===== src/rtl/count_pkg.sv =====
// count_ndu shared types and defaults.
// Optional prescaler build macro: COUNT_PRESCALE_EN.
package count_pkg;

  typedef enum logic {
    DIR_DOWN = 1'b0,
    DIR_UP   = 1'b1
  } cnt_dir_e;

  typedef enum logic {
    MODE_WRAP = 1'b0,
    MODE_SAT  = 1'b1
  } cnt_mode_e;

  localparam int CNT_W_DEF = 8;

endpackage


===== src/rtl/count_ndu_if.sv =====
// Control/status bundle between a counter and its driver.
// Shared by all builds (COUNT_PRESCALE_EN on or off).
interface count_ndu_if
  import count_pkg::*;
#(
  parameter int W = CNT_W_DEF
);

  logic      clr;
  logic      ld;
  logic [W-1:0] d;
  logic      e;
  cnt_dir_e  dir;
  cnt_mode_e sat;
  logic [W-1:0] max;
  logic [W-1:0] q;
  logic      tc;
  logic      ovf;

  modport master (
    output clr, ld, d, e, dir, sat, max,
    input  q, tc, ovf
  );

  modport slave (
    input  clr, ld, d, e, dir, sat, max,
    output q, tc, ovf
  );

endinterface


===== src/rtl/count_prescale.sv =====
// Enable prescaler: ticks on every PRESC-th enabled edge.
// Built only when COUNT_PRESCALE_EN is defined.
module count_prescale #(
  parameter int W     = 8,
  parameter int PRESC = 4
) (
  input  logic clk,
  input  logic rst_n,
  input  logic clr,
  input  logic e,
  output logic tick
);

  localparam logic [W-1:0] LAST = W'(PRESC - 1);

  logic [W-1:0] cnt;

  assign tick = e & (cnt == LAST);

  always_ff @(posedge clk or negedge rst_n) begin
    if (!rst_n) begin
      cnt <= '0;
    end else if (clr) begin
      cnt <= '0;
    end else if (e) begin
      cnt <= tick ? '0 : cnt + 1'b1;
    end
  end

endmodule


===== src/rtl/count_ndu.sv =====
// Up/down bounded counter with wrap/saturate, TC pulse, sticky OVF.
// COUNT_PRESCALE_EN: insert count_prescale between E and the step.
module count_ndu
  import count_pkg::*;
#(
  parameter int W     = CNT_W_DEF,
  parameter int PRESC = 4
) (
  input  logic clk,
  input  logic rst_n,
  count_ndu_if.slave bus
);

  logic [W-1:0] q_r, q_n;
  logic tc_r, tc_n;
  logic ovf_r, ovf_n;
  logic step;

`ifdef COUNT_PRESCALE_EN
  count_prescale #(
    .W     (W),
    .PRESC (PRESC)
  ) u_pre (
    .clk   (clk),
    .rst_n (rst_n),
    .clr   (bus.clr | bus.ld),
    .e     (bus.e),
    .tick  (step)
  );
`else
  assign step = bus.e & (PRESC != 0);
`endif

  always_comb begin
    q_n   = q_r;
    tc_n  = 1'b0;
    ovf_n = ovf_r;
    if (bus.clr) begin
      q_n   = '0;
      ovf_n = 1'b0;
    end else if (bus.ld) begin
      q_n = (bus.d > bus.max) ? bus.max : bus.d;
    end else if (step) begin
      // Range check first, so MAX==0 falls into the bound cases below
      if (q_r > bus.max) begin
        if (bus.dir == DIR_UP && bus.sat == MODE_WRAP)
          q_n = '0;
        else
          q_n = bus.max;
      end else if (bus.dir == DIR_UP) begin
        if (q_r == bus.max) begin
          q_n  = (bus.sat == MODE_SAT) ? bus.max : '0;
          tc_n = 1'b1;
        end else begin
          q_n = q_r + 1'b1;
        end
      end else begin
        if (q_r == '0) begin
          q_n  = (bus.sat == MODE_SAT) ? '0 : bus.max;
          tc_n = 1'b1;
        end else begin
          q_n = q_r - 1'b1;
        end
      end
      ovf_n = ovf_r | tc_n;
    end
  end

  always_ff @(posedge clk or negedge rst_n) begin
    if (!rst_n) begin
      q_r   <= '0;
      tc_r  <= 1'b0;
      ovf_r <= 1'b0;
    end else begin
      q_r   <= q_n;
      tc_r  <= tc_n;
      ovf_r <= ovf_n;
    end
  end

  assign bus.q   = q_r;
  assign bus.tc  = tc_r;
  assign bus.ovf = ovf_r;

endmodule


===== src/flat_wrapper.sv =====
// flat-port wrapper written by rule: the top's interface ports become plain ports
module count_ndu_flat import count_pkg::*;
#(
  parameter int W     = CNT_W_DEF,
  parameter int PRESC = 4
)
  (clk, rst_n, bus_clr, bus_ld, bus_d, bus_e, bus_dir, bus_sat, bus_max, bus_q, bus_tc, bus_ovf);
  count_ndu_if #(.W(W)) bus_i ();
  input  logic clk;
  input  logic rst_n;
  input wire logic [$bits(bus_i.clr)-1:0] bus_clr;
  input wire logic [$bits(bus_i.ld)-1:0] bus_ld;
  input wire logic [$bits(bus_i.d)-1:0] bus_d;
  input wire logic [$bits(bus_i.e)-1:0] bus_e;
  input wire logic [$bits(bus_i.dir)-1:0] bus_dir;
  input wire logic [$bits(bus_i.sat)-1:0] bus_sat;
  input wire logic [$bits(bus_i.max)-1:0] bus_max;
  output wire logic [$bits(bus_i.q)-1:0] bus_q;
  output wire logic [$bits(bus_i.tc)-1:0] bus_tc;
  output wire logic [$bits(bus_i.ovf)-1:0] bus_ovf;
  assign bus_i.clr = bus_clr;
  assign bus_i.ld = bus_ld;
  assign bus_i.d = bus_d;
  assign bus_i.e = bus_e;
  assign bus_i.dir = bus_dir;
  assign bus_i.sat = bus_sat;
  assign bus_i.max = bus_max;
  assign bus_q = bus_i.q;
  assign bus_tc = bus_i.tc;
  assign bus_ovf = bus_i.ovf;
  count_ndu #(.W(W), .PRESC(PRESC)) u_core (.clk(clk), .rst_n(rst_n), .bus(bus_i));
endmodule

===== config.mk =====
export PLATFORM = sky130hd
export DESIGN_NAME = count_ndu_flat
export DESIGN_NICKNAME = d
export VERILOG_FILES = /design/src/rtl/count_pkg.sv /design/src/rtl/count_ndu_if.sv /design/src/rtl/count_prescale.sv /design/src/rtl/count_ndu.sv /design/src/flat_wrapper.sv
export SDC_FILE = /design/constraint.sdc
export NUM_CORES = 1
export LEC_CHECK = 0
export BUFFER_PORTS_ARGS = -buffer_cell sky130_fd_sc_hd__buf_2
export CORE_MARGIN = 5
export CORE_UTILIZATION = 55
export CTS_CLUSTER_DIAMETER = 120
export DETAILED_ROUTE_END_ITERATION = 16
export GPL_ROUTABILITY_DRIVEN = 0
export PLACE_DENSITY_LB_ADDON = 0.2
export SYNTH_ARGS = -nofsm -noshare
export SYNTH_HDL_FRONTEND = slang
export SYNTH_HIERARCHICAL = 1
export SYNTH_SLANG_ARGS = --single-unit

===== constraint.sdc =====
create_clock -name clk -period 2.7 [get_ports clk]
set_clock_uncertainty 0.05 [all_clocks]
set_input_delay 0.27 -clock clk [delete_from_list [all_inputs] [get_ports clk]]
set_output_delay 0.27 -clock clk [all_outputs]
set_load 0.005 [all_outputs]

==> Yosys cells after proc, flatten, opt, wreduce, memory -nomap -nowiden <==
Cells that the tools add are included.
{ "word_totals": {"out_inout_bits": 10, "in_bits": 23, "register_bits": 10} }
{ "classes": {"n_bitwise": 2, "mux": 24, "order_cmp": 2, "reduce_logical": 5, "eq_ne": 2, "addsub": 2} }
{ "ops": {"columns": ["operator", "count"], "rows": [
  ["2-to-1 mux 8 bit", 11],
  ["greater-than comparator 8 bit", 2],
  ["2-to-1 mux 1 bit", 13],
  ["adder 8 x 1 -> 8 bit, second input constant", 1],
  ["equality test 8 bit", 1],
  ["zero test 8 bit", 1],
  ["subtractor 8 x 1 -> 8 bit, second input constant", 1],
  ["nonzero test 3 bit", 1],
  ["inequality test 2 bit, second input constant", 1],
  ["AND reduction 2 bit", 1],
  ["nonzero test 2 bit", 1],
  ["logical AND 1 bit", 1],
  ["inverter 1 bit", 1],
  ["OR 1 bit", 1]
]} }

==> Depth between registers and ports, before layout <==
{ "depth": {"ltp_word": 11, "ltp_mapped": 11} }

==> Least setup slack after synthesis <==
No wires, ideal clock.
{ "synth_timing": {"path_type": "flip-flop to flip-flop", "startpoint": "register u_core.q_r[0], in the netlist u_core/bus.q[0]", "endpoint": "register u_core.q_r[7], in the netlist u_core/bus.q[7]", "required_ps": 2524, "t_arrival_ps": 2102, "path_slack_ps": 422, "path_stages_with_launch": 12, "path_cell_list": "dfrtp_1 -> buf_2 -> inv_1 -> ha_1 -> nand4_1 -> nor2_1 -> a211o_1 -> and2_1 -> buf_2 -> a221oi_2 -> a2111oi_2 -> a221o_1"} }
{ "synth_between": {"elab_chain_len": 7, "word_cells_on_any_way": 12} }
{ "synth_lines": {"columns": ["element", "line_no", "text"], "rows": [
  ["start: declaration", "count_ndu.sv:14", "logic [W-1:0] q_r, q_n;"],
  ["start signal: assignment", "count_ndu.sv:75", "q_r <= q_n;"],
  ["subtractor 8 x 1 -> 8 bit, or another cell as far along", "count_ndu.sv:62", "q_n = q_r - 1'b1;"],
  ["2-to-1 mux 8 bit (on tied branches)", "count_ndu.sv:58, count_ndu.sv:51", null],
  ["2-to-1 mux 8 bit", "count_ndu.sv:50", "end else if (bus.dir == DIR_UP) begin"],
  ["2-to-1 mux 8 bit *", "count_ndu.sv:45", "if (q_r > bus.max) begin"],
  ["2-to-1 mux 8 bit *", "count_ndu.sv:43", "end else if (step) begin"],
  ["2-to-1 mux 8 bit *", "count_ndu.sv:41", "end else if (bus.ld) begin"],
  ["2-to-1 mux 8 bit *", "count_ndu.sv:38", "if (bus.clr) begin"]
]} }
Every way passes the cells marked *; elsewhere a longest branch is shown, timed or not. The select of a mux whose other input is x is not followed.
A chain may end at the register's enable or synchronous reset.

==> Final worst setup path <==
{ "layout_timing": {"startpoint": "register u_core.q_r[1], in the netlist u_core/bus.q[1]", "endpoint": "register u_core.q_r[6], in the netlist u_core/bus.q[6]"} }
The elaborated chain is that of the path after synthesis.

==> run summary <==
Via density: 6.63
Max FO, Critical Path: 10
Die outline width: 64.2 µm
Arrival time of the worst setup path: 2610 ps
Post-DP Area: 1820 µm²
Pre-CTS worst setup slack: 249 ps
Total nets after synthesis: 244
Fmax: 0.407 GHz
Drt wl/cell: 18.6 µm
Antenna violations before repair: 0
Post-DP HPWL: 3990 µm
Layout cells sized above 1: 26.8%
Cell area after synthesis: 1620 µm²
FFs w/ async S/R, synth: 100%
Setup TNS: 0 ps
Pin count of the biggest net entering global routing: 16
CP max stage delay: 580 ps
Worst skew pair latency: 280 ps
Final number of max-transition violations: 0
Total wirelength of the detailed-routed design: 5030 µm
Total clock buffers created by CTS: 3
Reg clk slew, reported paths: 90 ps
Antenna Cells: 0
Global routing usage summed across all routing layers: 24.6%
Length in cells of the worst reg-to-reg path: 9
Post-route DRC violation count: 0
Hold path depth: 2
Number of ports placed on the die boundary: 33
Core region area: 2780 µm²
Floorplan die area: 4120 µm²
Largest delay contributor family on the critical path: compound AO/OA/AOI/OAI gates
Slew at the pin with the worst max-slew slack: 993 ps
Number of rows in the core area: 19
Leakage Power: 0.896 nW
Maximum level of the CTS H-tree: 1
Max rail drop VDD: 0.000341 V
Clock sink count: 10
Commonest non-fill, non-tap cells in the layout: 32 x buf_2, 19 x nand2_1, 19 x ha_1
Number of warning messages in the yosys log: 6
Leading cell type in the layout, fill and taps excluded: buf_2
Reg-to-reg slack, setup: 240 ps
Detailed Routing Iterations Pass 1: 5
Reg-to-reg endpoint: u_core/bus.q[6]
Main flop type after synthesis: dfrtp_1
Share of synthesized area occupied by flip-flops and latches: 15.5%
Final design area excluding fillers: 1870 µm²
Clock root buffer: clkbuf_4
CP bufs+invs: 2
Count of final hold-check violations: 0
Buffer levels on the longest clock path: 2
Synth unique cells: 57
Remaining max-slew budget at the tightest pin: 33.3%
End point of the most critical hold path: u_core/bus.q[6]
Status: completed
TritonCTS clock tree: built
Critical-path cell with the highest stage delay: or4_1
Mapped Avg Cell Area: 8.00 µm²
Tightest Hold Check Type: in2reg
Post-synthesis register bit count: 10
Worst hold start: bus_clr
Post-detailed-route count of antenna-violating nets: 0
Setup repair after global routing missed its margin: false
Global-route wire length before repair: 8160 µm
Post-layout nets: 282
Number of global-route vias before repair: 1737
Number of enable-type register cells in the synthesized netlist: 0
Worst setup path class: reg2reg
Final period demand of the worst path: 2460 ps
Die outline height: 64.2 µm
Worst r2r src: u_core/bus.q[1]
CP startpoint kind: register
Total power density per cell area: 418 nW/µm²
Initial Utilization: 58.1%
Worst hold slack after final layout: 144 ps
Area growth from synthesis to final layout: 15.5%
Count of buffers inserted at the top-level ports: 32
Cells traversed along the worst timing path: inv_1, ha_1, inv_1, or4_1, a21oi_1, o21ai_0, a21oi_1, o221ai_1, a221oi_2
Final setup slack of the worst path: 240 ps
Total via count after detailed routing: 1790
Data required time at the worst endpoint: 2850 ps
Worst Setup End Kind: register
Final setup vio count: 0
Instance count on the critical path: 9
Overall power of the completed layout: 0.780 mW
Count of maximum capacitance violations: 0
Post-Synthesis Cells: 202
Leftover overflow at the end of global routing: 0
Period Utilization, post-route: 91.1%
Number of violations reported at the end of detailed-routing iteration 0: 175
-- state kept, by name, indices dropped and copies added, names as in the netlist --
register / count
u_core/bus.ovf: 1
u_core/bus.tc: 1
u_core/bus.q: 8
-- stage by stage --
step,utilization [%],instances
6_report,67.1,270
5_1_grt,67.1,270
4_1_cts,67.0,270
3_5_place_dp,65.4,265
3_3_place_gp,65.4,265
2_1_floorplan,-,202
-- kinds of logic after synthesis --
family,count (synthesis),synth area share [%]
simple gates,64,21.9
fa+ha+maj,19,14.7
mux,7,4.88
compound gates,68,30.2
xor+xnor,9,4.88
buf+inv,25,7.90
flops,10,15.5
-- synthesized netlist by cell type, types with 4 or more instances --
cell type | number | area, µm²
ha_1 | 19 | 238
nand2_1 | 19 | 71.3
a21oi_1 | 16 | 80.1
inv_1 | 15 | 56.3
o21ai_0 | 12 | 60.1
nor2_1 | 11 | 41.3
dfrtp_1 | 10 | 250
xor2_1 | 7 | 61.3
nand3_1 | 6 | 30.0
o31ai_1 | 6 | 45.0
nand4_1 | 5 | 31.3
a22oi_1 | 4 | 30.0
buf_2 | 4 | 20.0
nor3_1 | 4 | 20.0
-- cell type report --
class,instances,area (µm²)
Clock buffer,4,36.3
Inverter,15,56.3
Tap cell,31,38.8
Fill cell,240,916
Multi-Input combinational cell,167,1240
Sequential cell,10,251
Timing Repair Buffer,43,245
-- where the power goes --
group          internal [mW]  switching [mW]  leakage [nW]
registers              0.164          0.0145         0.131
clock network         0.0819          0.0639        0.0210
logic                  0.190           0.265         0.744
-- worst max path at each step --
stage | start | end
finish | u_core/bus.q[1] | u_core/bus.q[6]
global route | u_core/bus.q[1] | u_core/bus.q[6]
CTS | u_core/bus.q[1] | u_core/bus.q[6]
detailed placement | bus_max[3] | u_core/bus.q[7]
global placement | bus_max[3] | u_core/bus.q[7]
floorplan | u_core/bus.q[0] | u_core/bus.q[7]
-- metal layers --
layer  GRT usage (%)  up-vias  share of wire [%]
li1                -      833                  -
met1            32.7      810                 41
met2            39.6      130                 45
met3            3.33       17                 11
met4            10.9        0                2.8
met5               0        -                  0
-- timing repair --
action | CTS | global route
setup endpoints to repair | 0 | 1
hold buffers | 1 | 0
resized for setup | 0 | 1
endpoints found under the hold margin | 10 | 0
buffers inserted | 0 | 0
No activity file was read; power rests on OpenSTA's default activity.
